### config.mk
export PLATFORM = sky130hd
export DESIGN_NAME = modulation_sequencer_flat
export DESIGN_NICKNAME = d
export VERILOG_FILES = /design/src/rtl/modulation_sequencer_if.sv /design/src/rtl/modulation_sequencer.sv /design/src/flat_wrapper.sv
export SDC_FILE = /design/constraint.sdc
export NUM_CORES = 1
export LEC_CHECK = 0
export CAP_MARGIN = 5
export CORE_ASPECT_RATIO = 0.9
export CORE_MARGIN = 2
export CORE_UTILIZATION = 42
export DETAILED_ROUTE_END_ITERATION = 6
export HOLD_SLACK_MARGIN = 0.02
export MAX_ROUTING_LAYER = met4
export SYNTH_ARGS = -nofsm -noshare
export SYNTH_HDL_FRONTEND = slang
export SYNTH_SLANG_ARGS = --single-unit
### constraint.sdc
create_clock -name CLK -period 4.5 [get_ports CLK]
set_input_delay 0.9 -clock CLK [delete_from_list [all_inputs] [get_ports CLK]]
set_output_delay 0.9 -clock CLK [all_outputs]
set_load 0.03 [all_outputs]
### src/rtl/modulation_sequencer_if.sv
// Bus bundle between the modulation sequencer and its host/datapath.
// master: the host side (drives requests, observes sequencing outputs).
// slave : the sequencer itself.
interface modulation_sequencer_if #(
  parameter int IDX_W = 8,
  parameter int MOD_W = 15,
  parameter int DIV_W = 16
) ();
  logic             UPDATE;
  logic [MOD_W-1:0] MOD_CYCLE;
  logic [DIV_W-1:0] FREQ_DIV;
  logic             CLR_OVERRUN;
  logic             START;
  logic [IDX_W-1:0] TR_IDX;
  logic             TR_VALID;
  logic             DONE;
  logic [MOD_W-1:0] MOD_IDX;
  logic             BUSY;
  logic             OVERRUN;

  modport master (
    output UPDATE, MOD_CYCLE, FREQ_DIV, CLR_OVERRUN,
    input  START, TR_IDX, TR_VALID, DONE, MOD_IDX, BUSY, OVERRUN
  );

  modport slave (
    input  UPDATE, MOD_CYCLE, FREQ_DIV, CLR_OVERRUN,
    output START, TR_IDX, TR_VALID, DONE, MOD_IDX, BUSY, OVERRUN
  );
endinterface

### src/rtl/modulation_sequencer.sv
// Sequencer for the double-buffered modulation datapath.
// Each UPDATE produces START, a walk of transducer indices 0..DEPTH-1 into
// the multiplier pipeline, a MUL_LATENCY drain, then a DONE commit pulse.
// The modulation sample index steps once every FREQ_DIV completed runs.
// Optional macro MODULATION_SEQUENCER_QUEUE_EN: one-deep pending request
// so an UPDATE arriving mid-run is replayed right after FIN.
module modulation_sequencer #(
  parameter int DEPTH       = 249,
  parameter int MUL_LATENCY = 3,
  parameter int IDX_W       = 8,
  parameter int MOD_W       = 15,
  parameter int DIV_W       = 16
) (
  input  logic                 CLK,
  input  logic                 RST_N,
  modulation_sequencer_if.slave bus
);

  typedef enum logic [2:0] {
    S_IDLE,
    S_ARM,
    S_RUN,
    S_DRAIN,
    S_FIN
  } state_t;

  localparam int               DRN_W    = (MUL_LATENCY > 1) ? $clog2(MUL_LATENCY) : 1;
  localparam logic [IDX_W-1:0] LAST_IDX = IDX_W'(DEPTH - 1);
  localparam logic [DRN_W-1:0] LAST_DRN = DRN_W'(MUL_LATENCY - 1);

  state_t           state_q, state_d;
  logic             start_q, start_d;
  logic             done_q, done_d;
  logic             tr_valid_q, tr_valid_d;
  logic [IDX_W-1:0] tr_idx_q, tr_idx_d;
  logic             busy_q, busy_d;
  logic             overrun_q, overrun_d;
  logic [MOD_W-1:0] mod_idx_q, mod_idx_d;
  logic [DIV_W-1:0] div_cnt_q, div_cnt_d;
  logic [DIV_W-1:0] fdiv_sh_q, fdiv_sh_d;
  logic [MOD_W-1:0] mcyc_sh_q, mcyc_sh_d;
  logic [DRN_W-1:0] drain_q, drain_d;
  logic [DIV_W-1:0] div_eff;
  logic             overrun_set;
`ifdef MODULATION_SEQUENCER_QUEUE_EN
  logic             pending_q, pending_d;
`endif

  // A divide ratio of 0 behaves exactly like 1 (step every run).
  assign div_eff = (fdiv_sh_q == '0) ? DIV_W'(1) : fdiv_sh_q;

  // Next-state and registered-output computation for the run sequencer.
  always_comb begin
    state_d     = state_q;
    start_d     = 1'b0;
    done_d      = 1'b0;
    tr_valid_d  = 1'b0;
    tr_idx_d    = tr_idx_q;
    busy_d      = busy_q;
    mod_idx_d   = mod_idx_q;
    div_cnt_d   = div_cnt_q;
    fdiv_sh_d   = fdiv_sh_q;
    mcyc_sh_d   = mcyc_sh_q;
    drain_d     = drain_q;
    overrun_set = 1'b0;
`ifdef MODULATION_SEQUENCER_QUEUE_EN
    pending_d   = pending_q;
`endif

    // A request arriving while a run is in flight (ARM..FIN) cannot start now.
    if (bus.UPDATE && busy_q) begin
`ifdef MODULATION_SEQUENCER_QUEUE_EN
      if (!pending_q) pending_d = 1'b1;
      else            overrun_set = 1'b1;
`else
      overrun_set = 1'b1;
`endif
    end

    unique case (state_q)
      S_IDLE: begin
        if (bus.UPDATE) begin
          state_d = S_ARM;
          start_d = 1'b1;
          busy_d  = 1'b1;
        end
      end
      S_ARM: begin
        // Shadow the rate controls so mid-run edits wait for the next run.
        fdiv_sh_d  = bus.FREQ_DIV;
        mcyc_sh_d  = bus.MOD_CYCLE;
        state_d    = S_RUN;
        tr_valid_d = 1'b1;
        tr_idx_d   = '0;
      end
      S_RUN: begin
        if (tr_idx_q == LAST_IDX) begin
          state_d = S_DRAIN;
          drain_d = '0;
        end else begin
          tr_valid_d = 1'b1;
          tr_idx_d   = tr_idx_q + IDX_W'(1);
        end
      end
      S_DRAIN: begin
        if (drain_q == LAST_DRN) begin
          state_d = S_FIN;
          done_d  = 1'b1;
        end else begin
          drain_d = drain_q + DRN_W'(1);
        end
      end
      S_FIN: begin
        // Sample index advances only once the commit has been issued.
        if (div_cnt_q >= div_eff - DIV_W'(1)) begin
          div_cnt_d = '0;
          mod_idx_d = (mod_idx_q >= mcyc_sh_q) ? '0 : mod_idx_q + MOD_W'(1);
        end else begin
          div_cnt_d = div_cnt_q + DIV_W'(1);
        end
`ifdef MODULATION_SEQUENCER_QUEUE_EN
        // A held request (or one landing right now) re-arms without an idle gap.
        if (pending_q || bus.UPDATE) begin
          state_d   = S_ARM;
          start_d   = 1'b1;
          busy_d    = 1'b1;
          pending_d = 1'b0;
        end else begin
          state_d = S_IDLE;
          busy_d  = 1'b0;
        end
`else
        state_d = S_IDLE;
        busy_d  = 1'b0;
`endif
      end
      default: begin
        state_d = S_IDLE;
        busy_d  = 1'b0;
      end
    endcase

    // Set has priority over clear so a lost request is never hidden.
    if (overrun_set)          overrun_d = 1'b1;
    else if (bus.CLR_OVERRUN) overrun_d = 1'b0;
    else                      overrun_d = overrun_q;
  end

  // State and output registers; reset drops every output immediately.
  always_ff @(posedge CLK or negedge RST_N) begin
    if (!RST_N) begin
      state_q    <= S_IDLE;
      start_q    <= 1'b0;
      done_q     <= 1'b0;
      tr_valid_q <= 1'b0;
      tr_idx_q   <= '0;
      busy_q     <= 1'b0;
      overrun_q  <= 1'b0;
      mod_idx_q  <= '0;
      div_cnt_q  <= '0;
      fdiv_sh_q  <= '0;
      mcyc_sh_q  <= '0;
      drain_q    <= '0;
`ifdef MODULATION_SEQUENCER_QUEUE_EN
      pending_q  <= 1'b0;
`endif
    end else begin
      state_q    <= state_d;
      start_q    <= start_d;
      done_q     <= done_d;
      tr_valid_q <= tr_valid_d;
      tr_idx_q   <= tr_idx_d;
      busy_q     <= busy_d;
      overrun_q  <= overrun_d;
      mod_idx_q  <= mod_idx_d;
      div_cnt_q  <= div_cnt_d;
      fdiv_sh_q  <= fdiv_sh_d;
      mcyc_sh_q  <= mcyc_sh_d;
      drain_q    <= drain_d;
`ifdef MODULATION_SEQUENCER_QUEUE_EN
      pending_q  <= pending_d;
`endif
    end
  end

  assign bus.START    = start_q;
  assign bus.DONE     = done_q;
  assign bus.TR_VALID = tr_valid_q;
  assign bus.TR_IDX   = tr_idx_q;
  assign bus.BUSY     = busy_q;
  assign bus.OVERRUN  = overrun_q;
  assign bus.MOD_IDX  = mod_idx_q;

endmodule

### src/flat_wrapper.sv
// flat-port wrapper written by rule: the top's interface ports become plain ports
module modulation_sequencer_flat 
#(
  parameter int DEPTH       = 249,
  parameter int MUL_LATENCY = 3,
  parameter int IDX_W       = 8,
  parameter int MOD_W       = 15,
  parameter int DIV_W       = 16
)
  (CLK, RST_N, bus_UPDATE, bus_MOD_CYCLE, bus_FREQ_DIV, bus_CLR_OVERRUN, bus_START, bus_TR_IDX, bus_TR_VALID, bus_DONE, bus_MOD_IDX, bus_BUSY, bus_OVERRUN);
  modulation_sequencer_if #(.IDX_W(IDX_W), .MOD_W(MOD_W), .DIV_W(DIV_W)) bus_i ();
  input  logic CLK;
  input  logic RST_N;
  input wire logic [$bits(bus_i.UPDATE)-1:0] bus_UPDATE;
  input wire logic [$bits(bus_i.MOD_CYCLE)-1:0] bus_MOD_CYCLE;
  input wire logic [$bits(bus_i.FREQ_DIV)-1:0] bus_FREQ_DIV;
  input wire logic [$bits(bus_i.CLR_OVERRUN)-1:0] bus_CLR_OVERRUN;
  output wire logic [$bits(bus_i.START)-1:0] bus_START;
  output wire logic [$bits(bus_i.TR_IDX)-1:0] bus_TR_IDX;
  output wire logic [$bits(bus_i.TR_VALID)-1:0] bus_TR_VALID;
  output wire logic [$bits(bus_i.DONE)-1:0] bus_DONE;
  output wire logic [$bits(bus_i.MOD_IDX)-1:0] bus_MOD_IDX;
  output wire logic [$bits(bus_i.BUSY)-1:0] bus_BUSY;
  output wire logic [$bits(bus_i.OVERRUN)-1:0] bus_OVERRUN;
  assign bus_i.UPDATE = bus_UPDATE;
  assign bus_i.MOD_CYCLE = bus_MOD_CYCLE;
  assign bus_i.FREQ_DIV = bus_FREQ_DIV;
  assign bus_i.CLR_OVERRUN = bus_CLR_OVERRUN;
  assign bus_START = bus_i.START;
  assign bus_TR_IDX = bus_i.TR_IDX;
  assign bus_TR_VALID = bus_i.TR_VALID;
  assign bus_DONE = bus_i.DONE;
  assign bus_MOD_IDX = bus_i.MOD_IDX;
  assign bus_BUSY = bus_i.BUSY;
  assign bus_OVERRUN = bus_i.OVERRUN;
  modulation_sequencer #(.DEPTH(DEPTH), .MUL_LATENCY(MUL_LATENCY), .IDX_W(IDX_W), .MOD_W(MOD_W), .DIV_W(DIV_W)) u_core (.CLK(CLK), .RST_N(RST_N), .bus(bus_i));
endmodule
# Word-level counts from Yosys, hierarchy flattened
# Index checks and enable logic that the tools add are counted.
[word_totals] elab_cells=66 out_inout_bits=28 inputBits=35 ff_bits=80
[op_classes] mux=23 eq_ne=11 bitwise_logic=1 n_reduce_logical=12 order_cmp=2 addsub=5
[op_table] op="2-to-1 mux 16 bit" count=2
[op_table] op="adder 16 x 1 -> 16 bit, second input constant" count=1
[op_table] op=">= comparator 16 bit" count=1
[op_table] op="zero test 16 bit" count=1
[op_table] op="case mux 8 bit (2 select lines)" count=1
[op_table] op="subtractor 16 x 1 -> 16 bit, second input constant" count=1
[op_table] op="adder 15 x 1 -> 15 bit, second input constant" count=1
[op_table] op=">= comparator 15 bit" count=1
[op_table] op="2-to-1 mux 15 bit" count=1
[op_table] op="case mux 3 bit (4 select lines)" count=1
[op_table] op="2-to-1 mux 1 bit" count=9
[op_table] op="2-to-1 mux 3 bit" count=3
[op_table] op="adder 8 x 1 -> 8 bit, second input constant" count=1
[op_table] op="== test 8 bit, second input constant" count=1
[op_table] op="2-to-1 mux 8 bit" count=1
[op_table] op="== test 3 x 2 -> 1 bit, second input constant" count=2
[op_table] op="inequality test 2 bit, second input constant" count=3
[op_table] op="AND reduction 2 bit" count=3
[op_table] op="AND reduction 3 bit" count=2
[op_table] op="nonzero test 2 bit" count=3
[op_table] op="2-to-1 mux 2 bit" count=2
[op_table] op="inequality test 2 x 1 -> 1 bit, second input constant" count=2
[op_table] op="case mux 1 bit (2 select lines)" count=2
[op_table] op="case mux 2 bit (2 select lines)" count=1
[op_table] op="8 further kinds" count=8

# Depth between registers and ports, before layout
# Gate-level depths: netlist of run 1.
[depth] word_depth=5 mapped_depth=18 depth_no_buf=17

# Worst setup path before layout of run 1
# No wires, ideal clock.
[synth_path] kind="register to register" from="register u_core.fdiv_sh_q[9]" to="register u_core.mod_idx_q[10] (netlist: u_core.bus.MOD_IDX[10])" arrival_ps=3906 synth_period_minus_slack_ps=3988 setup_ps=82 required_ps=4418 stages_incl_launch_ff=18 n_path_buf=1 slack_ps=512 path_cell_list="dfrtp_1 > or4_4 > or3_4 > or3_4 > nor2b_1 > ha_1 > and2_1 > nand2_1 > nor3_1 > xnor2_1 > ha_1 > nand4_1 > nor2_1 > a31oi_1 > a31oi_1 > nand3_1 > buf_2 > o22ai_1"
[synth_between] elab_chain_cells=5
[synth_rtl] element="start, declared" line="modulation_sequencer.sv:40" rtl="logic [DIV_W-1:0] fdiv_sh_q, fdiv_sh_d;"
[synth_rtl] element="start signal, assigned" line="modulation_sequencer.sv:177" rtl="fdiv_sh_q <= fdiv_sh_d;"
[synth_rtl] element="zero test 16 bit" line="modulation_sequencer.sv:50" rtl="assign div_eff = (fdiv_sh_q == '0) ? DIV_W'(1) : fdiv_sh_q;"
[synth_rtl] element="2-to-1 mux 16 bit (*)" line="modulation_sequencer.sv:50"
[synth_rtl] element="subtractor 16 x 1 -> 16 bit (*)" line="modulation_sequencer.sv:115" rtl="if (div_cnt_q >= div_eff - DIV_W'(1)) begin"
[synth_rtl] element=">= comparator 16 bit (*)" line="modulation_sequencer.sv:115"
[synth_rtl] element="AND reduction 2 bit (no source line) (*)"
[synth_rtl] element="end signal, assigned" line="modulation_sequencer.sv:175" rtl="mod_idx_q <= mod_idx_d;"
[synth_rtl] element="end, declared" line="modulation_sequencer.sv:38" rtl="logic [MOD_W-1:0] mod_idx_q, mod_idx_d;"
# Mark *: on every way between the ends. The rest lies on a longest branch, timed or not.
# A chain may end at the register's enable or synchronous reset.

# Final worst setup path of run 1
[layout_path] from="register u_core.fdiv_sh_q[9]" to="register u_core.mod_idx_q[14] (netlist: u_core.bus.MOD_IDX[14])"
# Same word-level chain as after synthesis.

==> impl_results.md, run 1 <==
- Overall die height: 103 um
- Yosys top cell by area: dfrtp_1
- Pwr Density: 519 mW/mm2
- Synth cell types: 46
- Synth warn: 0
- Post-CTS Resized: 0
- Worst-Skew Late Latency: 0.34 ns
- Pin count of the biggest net entering global routing: 81
- Routed Wire Length: 9920 um
- Sequential share of the synthesized area: 0.441
- Post-synthesis mux area share: 0.0444
- Largest family of logic cells by synthesized area: simple AND/OR/NAND/NOR gates
- Terminus of the critical flop-to-flop path: u_core.bus.MOD_IDX[14]
- Period utilisation layout: 0.937
- P_leak: roughly 2.4 nW
- Layout cell share with drive strength beyond 1: 0.0871
- Fraction of registers with async set/reset: 1.00
- Post-Synth XOR/XNOR Area: 0.0482
- Vias per cell: between 5 and 6
- Worst-case reg-to-reg path depth: 16
- Mapped cell area: 0.00454 mm2
- Syn avg cell area: 9.42 um2
- RSZ-0062 raised after global routing: false
- Cells after Synth: 482
- Count leader, synth: dfrtp_1
- Core footprint: 0.0104 mm2
- Hold WC Path Type: register to register
- Top-area cell type share of the netlist area: 0.441
- Synth Area in Simple Gates: 0.190
- GP Congestion: 0.811
- Antenna Nets Post-Route: 0
- # rows: 35
- FF-to-FF setup slack: 0.28 ns
- Root Driver: clkbuf_16
- # clock sinks: 80
- Chip Width: 114 um
- # hold bufs at CTS: 0
- Number of global-route vias before repair: 3668
- Min Tclk post-route: 4.22 ns
- Critical path type: register to register
- Post-route setup slack: 0.282 ns
- Cell Area, Placed: 0.00530 mm2
- DPL Wire Length: approximately 7000 um
- Post-route DRC: 0
- Initial Util: 0.437
- Max cap viols: 0
- Synth Register Bits: 80
- Ant diodes: 0
- Final cell count without fillers: just under 700
- Area delta synth->final: 24.5%
- Gr usage total: 0.191
- Most used flip-flop cell after synthesis: dfrtp_1
- Critical Path Start Type: register
- Inst Count DP: 664
- # IOs: 63
- Worst-path cell chain: or4_4, or3_4, or3_4, nor2b_1, ha_1, and2_1, nand2_1, nor3_1, xnor2_1, ha_1, a21oi_1, nand2_1, a22oi_1, a31o_2, a31oi_1, o22ai_1
- Number of DRC markers in iteration 0: 186
- Setup bufs post-CTS: 0
- Setup-failing EPs final: 0
- Post-synth EDFFs: 0
- Crit path DAT: 4.47 ns
- Clock Tree Buf Depth: 2
- Initial antenna violation count: 0
- Pre-CTS setup slack: 0.289 ns
- Post-DR wirelength/cell: 14.6 um
- Synth Area in Compound Gates: 0.130
- Reg-to-Reg Start: u_core.fdiv_sh_q[9]
- Final net count: 618
- Fmax achieved: 237 MHz
- Clk pin slew, worst setup/hold paths: about 0.060 ns
- Die ar.: 0.0117 mm2
- Synth Area in Adders: 0.102
- Slowest cell delay on critical path: 0.57 ns
- Num CTS Buffers: 9
- Fin. Hold Viols: 0
- Relative slew slack: 0.325
- Input/output buffers: 62
- Crit. End Element: register
- Status: completed
- Final instance area: 0.00565 mm2
- CTS H-tree depth: 3
- Total global routing overflow: 0
- Number of fill cells in the layout: 967
- Clock skew: between 0.01 and 0.015 ns
- Final Slew Violations: 0
- Most frequent cells after synthesis: 80 x dfrtp_1, 53 x nand2_1, 39 x inv_1, 37 x ha_1, 35 x o21ai_0
- Synth top area cells: dfrtp_1 44%, ha_1 10%, nand2_1 4.4%
- Net Count, Synth: 554
- Hold_sp: u_core.bus.BUSY
- Setup TNS: 0 ns
- Hold Path Sink: u_core.bus.OVERRUN
- First-pass GRT wire length: 17300 um
- CTS tree: built
- Worst VDD drop: 0.302 mV
- Drt first pass iters: 4
- Worst-Margin Slew: just over 1 ns
- Data required, critical path: ~4.8 ns
- Cells on Worst Hold Path: 2
- Slowest cell on the critical path: or4_4
- Vias: 3667
- Worst setup path start: u_core.fdiv_sh_q[9]
- CP max FO: 16
## routing by layer
metal	track usage	wire length [um]
met1	0.253	4930
met2	0.299	4560
met3	0.0400	303
met4	0.0600	120
met5	-	0
## placed cells by master, fill, tap and decap left out, types with 17 or more instances in the layout
| cell type | count |
|---|---|
| a21oi_1 | 17 |
| clkdlybuf4s50_1 | 61 |
| dfrtp_1 | 80 |
| ha_1 | 37 |
| inv_1 | 39 |
| mux2_2 | 17 |
| nand2_1 | 53 |
| nand3_1 | 18 |
| nor2_1 | 28 |
| o21ai_0 | 35 |
## per-stage QoR
step                hold WS [ns]  power, mW   util
floorplan                  0.484       1.78      -
global placement           0.491       2.05  0.510
detailed placement         0.508       2.08  0.510
CTS                        0.522       2.97  0.544
global route               0.553       3.15  0.544
finish                     0.517       2.93  0.544
## worst max-delay path, delay by kind of cell, from the launching register on
family | cells | cell delay (ns)
adders and majority gates | 2 | 0.52
DFF | 1 | 0.44
AOI/OAI and AO/OA | 5 | 1.16
and+or+nand+nor | 8 | 1.88
xor gates and xnor gates | 1 | 0.13
## sequential cells by signal, indices dropped and copies added, names as in the netlist
signal and count:
u_core.bus.MOD_IDX 15, u_core.bus.OVERRUN 1, u_core.bus.START 1, u_core.state_q 3, u_core.bus.TR_IDX 8, u_core.bus.DONE 1
u_core.bus.BUSY 1, u_core.drain_q 2, u_core.fdiv_sh_q 16, u_core.div_cnt_q 16, u_core.mcyc_sh_q 15, u_core.bus.TR_VALID 1
## worst max-delay path by stage
stage,slack [ns],to,cells past startpoint
after floorplan,0.51,u_core.bus.MOD_IDX[10],17
after global placement,0.43,u_core.bus.MOD_IDX[3],16
after detailed placement,0.29,u_core.bus.MOD_IDX[13],15
after CTS,0.30,u_core.bus.MOD_IDX[14],15
after global routing,0.07,u_core.bus.MOD_IDX[4],17
final,0.28,u_core.bus.MOD_IDX[14],16
## final cells by class
cell class	count	area (um2)	area share
clock buffer	10	239	0.0423
multi-input combinational	350	2340	0.414
sequential	80	2000	0.354
timing repair buffer	66	648	0.115
tap	129	161	0.0286
inverter	39	146	0.0259
clock inverter	6	114	0.0202
## report_power, final
group	internal (mW)	switching [mW]	total, mW	leakage (nW)
Combinational	0.471	0.483	0.954	1.24
Clock	0.559	0.306	0.866	0.165
Sequential	0.922	0.188	1.11	1.03
## cell families after synthesis
| kind of cell | count (synthesis) |
|---|---|
| AOI/OAI and AO/OA | 98 |
| and+or+nand+nor | 172 |
| buffers and inverters | 52 |
| DFF | 80 |
| muxes | 18 |
| xor gates and xnor gates | 25 |
| adders and majority gates | 37 |
Power figures use the tool's default switching activity.
==> run 2: changes to the inputs <==
- DONT_BUFFER_PORTS: unset -> 1
==> impl_results.md, run 2 (synthesized netlist as in run 1, its figures left out) <==
- Status: completed
- Pin count of the biggest net entering global routing: 81 (unchanged)
- Die ar.: 0.0117 mm2 (unchanged)
- # hold bufs at CTS: 0 (unchanged)
- Antenna Nets Post-Route: 0 (unchanged)
- GP Congestion: 0.819 (+1.1%)
- Post-route setup slack: 0.283 ns (+0.000960 ns)
- Hold Slack: 0.258 ns (-0.259 ns)
- Most common cell after layout, fill and taps aside: dfrtp_1
- Routed Wire Length: 9740 um (-1.8%)
- Worst VDD drop: 0.369 mV (+22%)
- Reg-to-Reg Start: u_core.fdiv_sh_q[9]
- FF-to-FF setup slack: 0.28 ns (about the same)
- Period utilisation layout: 0.937 (about the same)
- Input/output buffers: 0 (-100%)
- Slowest cell on the critical path: or4_4
- Area delta synth->final: 9.51%
- Number of global-route vias before repair: 3400 (-7.3%)
- Inst Count DP: 603 (-9.2%)
- Top flop regs: u_core.div_cnt_q: 16 flops, u_core.fdiv_sh_q: 16 flops
- Clock Tree Buf Depth: 2 (unchanged)
- CTS tree: built
- Final Slew Violations: 0 (unchanged)
- Total global routing overflow: 0 (unchanged)
- Fmax achieved: 237 MHz (about the same)
- Post-DR wirelength/cell: 15.8 um (+8.2%)
- Most frequent cells in the layout: 80 x dfrtp_1, 53 x nand2_1, 39 x inv_1
- Cell Area, Placed: 0.00468 mm2 (-12%)
- RSZ-0062 raised after global routing: false
- Relative slew slack: 0.432 (+0.108)
- Data required, critical path: 4.76 ns (about the same)
- Overall die height: 103 um (unchanged)
- Layout cell share with drive strength beyond 1: 0.0922 (+0.00510)
- Largest delay share family, worst path: simple AND/OR/NAND/NOR gates
- Worst-case reg-to-reg path depth: 17 (+1)
- Num CTS Buffers: 9 (unchanged)
- Vias per cell: 5.56 (+3.2%)
- Final instance area: 0.00497 mm2 (-12%)
- Slowest cell delay on critical path: 0.57 ns (about the same)
- First-pass GRT wire length: 16700 um (-3.6%)
- Number of DRC markers in iteration 0: 197 (+5.9%)
- Core footprint: 0.0104 mm2 (unchanged)
- Number of fill cells in the layout: 973 (+0.62%)
- Chip Width: 114 um (unchanged)
- # rows: 35 (unchanged)
- Critical Path Start Type: register
- # clock sinks: 80 (unchanged)
- CTS H-tree depth: 3 (unchanged)
- Setup TNS: 0 ns (unchanged)
- Final net count: 557 (-9.9%)
- Post-route DRC: 0 (unchanged)
- Critical path type: register to register
- Setup bufs post-CTS: 0 (unchanged)
- Crit path buf inv count: 1 (+1)
- Root Driver: clkbuf_16
- Hold WC Path Type: input pin to async pin
- Gr usage total: 0.185 (-0.00693)
- Worst-Margin Slew: 0.851 ns (-0.161 ns)
- Max cap viols: 0 (unchanged)
- # IOs: 63 (unchanged)
- Ant diodes: 0 (unchanged)
- Initial Util: 0.437 (unchanged)
- DPL Wire Length: 6890 um (-0.27%)
- Pwr Density: 538 mW/mm2 (+3.7%)
- Worst-path cell chain: or4_4, or3_4, or3_4, nor2b_1, ha_1, and2_1, nand2_1, nor3_1, xnor2_1, ha_1, nand4_1, nor2_1, a31oi_1, a31oi_1, nand3_1, buf_4, o21ai_0
- Fin. Hold Viols: 0 (unchanged)
- P_leak: 2.18 nW (-11%)
- Pre-CTS setup slack: 0.321 ns (+0.0313 ns)
- Terminus of the critical flop-to-flop path: u_core.bus.MOD_IDX[0]
- Setup-failing EPs final: 0 (unchanged)
- Min Tclk post-route: 4.22 ns (-0.000960 ns)
- Clk pin slew, worst setup/hold paths: 0.06 ns (about the same)
- Initial antenna violation count: 0 (unchanged)
- Drt first pass iters: 4 (unchanged)
- Crit path DAT: 4.47 ns (about the same)
- Vias: 3433 (-6.4%)
- CP max FO: 14 (-2)
- Worst-Skew Late Latency: 0.34 ns (about the same)
- Final cell count without fillers: 617 (-9.3%)
- Clock skew: 0.00878 ns (-0.00248 ns)
- Crit. End Element: register
run 2: metal layers:
metal,up-vias,part of all wire,global-route usage
met5,-,0,-
met4,0,0.011,0.0619
met3,8,0.041,0.0423
met2,58,0.46,0.283
met1,1666,0.49,0.244
li1,1701,-,-
run 2: worst max path at each step:
stage | from | to | slack [ns] | cells after the start
2_1_floorplan | u_core.fdiv_sh_q[9] | u_core.bus.MOD_IDX[10] | 0.51 | 17
3_3_place_gp | u_core.fdiv_sh_q[9] | u_core.bus.MOD_IDX[14] | 0.44 | 16
3_5_place_dp | u_core.fdiv_sh_q[9] | u_core.bus.MOD_IDX[0] | 0.32 | 17
4_1_cts | u_core.fdiv_sh_q[9] | u_core.bus.MOD_IDX[0] | 0.31 | 17
5_1_grt | u_core.fdiv_sh_q[5] | u_core.bus.MOD_IDX[3] | 0.004 | 18
6_report | u_core.fdiv_sh_q[9] | u_core.bus.MOD_IDX[0] | 0.28 | 17
run 2: power by group:
part	internal (mW)	total, mW	switching [mW]
Combinational	0.389	0.773	0.384
Clock	0.422	0.706	0.284
Sequential	0.921	1.19	0.273
run 2: what timing repair did:
action | in CTS | in global routing
setup endpoints to repair | 0 | 2
endpoints found under the hold margin | 0 | 0
resized for setup | 0 | 1
run 2: cell type report:
cell class,count,area (um2),area share
Timing Repair Buffer,5,37.5,0.00755
Clock buffer,10,229,0.0461
Inverter,39,146,0.0295
Tap cell,129,161,0.0325
Clock inverter,4,47.5,0.00957
Sequential cell,80,2000,0.403
Multi-Input combinational cell,350,2350,0.472
run 2: worst reg2reg max path, stage by stage, from the launching register on:
cell	delay [ns]
dfrtp_1	0.43
or4_4	0.57
or3_4	0.36
or3_4	0.36
nor2b_1	0.16
ha_1	0.22
and2_1	0.17
nand2_1	0.13
nor3_1	0.07
xnor2_1	0.13
ha_1	0.31
nand4_1	0.12
nor2_1	0.19
a31oi_1	0.17
a31oi_1	0.25
nand3_1	0.11
buf_4	0.23
o21ai_0	0.15
run 2: metrics by stage:
step	power, mW	util
detailed placement	1.98	0.451
CTS	2.70	0.478
floorplan	1.78	-
finish	2.67	0.479
global placement	1.94	0.451
global route	2.88	0.479
==> run 3: changes to the inputs <==
- CELL_PAD_IN_SITES_DETAIL_PLACEMENT: unset -> 0
- CELL_PAD_IN_SITES_GLOBAL_PLACEMENT: unset -> 1
- PLACE_DENSITY_LB_ADDON: unset -> 0.1
==> impl_results.md, run 3 (synthesized netlist as in run 1, its figures left out) <==
- Pin count of the biggest net entering global routing: 81 (unchanged)
- Root Driver: clkbuf_16
- Top flop regs: u_core.div_cnt_q: 16 flops, u_core.fdiv_sh_q: 16 flops
- Layout cell share with drive strength beyond 1: 0.0982 (+0.00595)
- Initial antenna violation count: 2 (+2)
- Post-route DRC: 0 (unchanged)
- Pwr Density: 529 mW/mm2 (-1.7%)
- Critical path type: register to register
- Fmax achieved: 237 MHz (-0.13%)
- Post-DR wirelength/cell: 16.3 um (+3.3%)
- GP Congestion: 0.801 (-2.2%)
- Num CTS Buffers: 9 (unchanged)
- Crit path DAT: 4.47 ns (about the same)
- Fin. Hold Viols: 0 (unchanged)
- Largest delay share family, worst path: simple AND/OR/NAND/NOR gates
- Worst-path cell chain: or4_4, or3_4, or3_4, nor2b_1, ha_1, and2_1, nand2_1, nor3_1, xnor2_1, ha_1, nand4_1, nor2_2, a31oi_1, a31oi_2, nand3_1, buf_4, o21ai_0
- Input/output buffers: 0 (unchanged)
- Hold WC Path Type: input pin to async pin
- Crit. End Element: register
- Slowest cell on the critical path: or4_4
- Data required, critical path: 4.75 ns (about the same)
- Vias: 3417 (-0.47%)
- Most common cell after layout, fill and taps aside: dfrtp_1
- Overall die height: 103 um (unchanged)
- Setup TNS: 0 ns (unchanged)
- Antenna Nets Post-Route: 0 (unchanged)
- # rows: 35 (unchanged)
- First-pass GRT wire length: 16800 um (+0.87%)
- # IOs: 63 (unchanged)
- Max cap viols: 0 (unchanged)
- Final Slew Violations: 0 (unchanged)
- Clock Tree Buf Depth: 2 (unchanged)
- Worst-Skew Late Latency: 0.33 ns (about the same)
- Final net count: 556 (-0.18%)
- Area delta synth->final: 9.62%
- Clock skew: 0.00775 ns (-0.00103 ns)
- Number of global-route vias before repair: 3342 (-1.7%)
- DPL Wire Length: 7240 um (+5.0%)
- Critical Path Start Type: register
- CP max FO: 14 (unchanged)
- Slowest cell delay on critical path: 0.57 ns (about the same)
- Min Tclk post-route: 4.22 ns (+0.00538 ns)
- Vias per cell: 5.51 (-0.95%)
- Core footprint: 0.0104 mm2 (unchanged)
- Worst VDD drop: 0.308 mV (-17%)
- Period utilisation layout: 0.938 (+0.00120)
- Setup bufs post-CTS: 0 (unchanged)
- Most frequent cells in the layout: 80 x dfrtp_1, 53 x nand2_1, 39 x inv_1
- Initial Util: 0.437 (unchanged)
- Routed Wire Length: 10100 um (+3.8%)
- Worst-Margin Slew: 0.972 ns (+0.121 ns)
- # clock sinks: 80 (unchanged)
- Drt first pass iters: 4 (unchanged)
- Total global routing overflow: 0 (unchanged)
- Setup-failing EPs final: 0 (unchanged)
- Relative slew slack: 0.352 (-0.0806)
- Number of DRC markers in iteration 0: 177 (-10%)
- CTS tree: built
- Chip Width: 114 um (unchanged)
- Die ar.: 0.0117 mm2 (unchanged)
- Hold Slack: 0.260 ns (+0.00185 ns)
- Gr usage total: 0.190 (+0.00526)
- P_leak: 2.17 nW (-0.46%)
- Crit path buf inv count: 1 (unchanged)
- RSZ-0062 raised after global routing: false
- CTS H-tree depth: 3 (unchanged)
- Status: completed
- Clk pin slew, worst setup/hold paths: 0.06 ns (about the same)
[run 3: cell count changes in the layout (fill, tap and decap cells not counted), moves of 2 or more]
| cell | change |
|---|---|
| diode_2 | +2 |
| nor2_2 | +2 |
| nor2_1 | -2 |
| clkbuf_1 | +2 |
[run 3: layout make-up]
cell class | count | area, um2
Tap cell | 129 | 161
Multi-Input combinational cell | 350 | 2360
Timing Repair Buffer | 4 | 30.0
Sequential cell | 80 | 2000
Clock inverter | 3 | 17.5
Fill cell | 990 | 5400
Antenna cell | 2 | 5.00
Inverter | 39 | 146
Clock buffer | 13 | 250
[run 3: per-layer routing]
| metal | GRT usage | part of all wire |
|---|---|---|
| met1 | 0.259 | 0.51 |
| met2 | 0.278 | 0.42 |
| met3 | 0.0558 | 0.056 |
| met5 | - | 0 |
| met4 | 0.0507 | 0.011 |
[run 3: worst paths after layout]
path,start,endpoint,slack (ns),cells past startpoint
worst max register to register,u_core.fdiv_sh_q[9],u_core.bus.MOD_IDX[0],0.28,17
worst max-delay path,u_core.fdiv_sh_q[9],u_core.bus.MOD_IDX[0],0.28,17
min in group CLK,u_core.mcyc_sh_q[0],u_core.mcyc_sh_q[0],0.53,1
max in group asynchronous,RST_N,u_core.div_cnt_q[11],4.10,0
worst min-delay path,RST_N,u_core.mcyc_sh_q[1],0.26,0
worst min register to register,u_core.mcyc_sh_q[0],u_core.mcyc_sh_q[0],0.53,1
[run 3: through the flow]
step | instance area (um2) | power, mW | worst slack, ns | utilization | std cells
2_1_floorplan | 4540 | 1.78 | 0.512 | - | 482
5_1_grt | 4970 | 2.85 | 0.0239 | 0.479 | 620
6_report | 4970 | 2.63 | 0.278 | 0.479 | 620
4_1_cts | 4940 | 2.66 | 0.231 | 0.476 | 618
3_5_place_dp | 4680 | 1.98 | 0.247 | 0.451 | 602
3_3_place_gp | 4680 | 1.95 | 0.368 | 0.451 | 602
[run 3: repair_timing]
action	4_1_cts	5_1_grt
resized for setup	0	5
endpoints found under the setup margin	0	14
hold buffers	0	0
[run 3: where the power goes]
part	internal (mW)	switching, mW
logic	0.387	0.381
clock network	0.387	0.279
registers	0.921	0.274
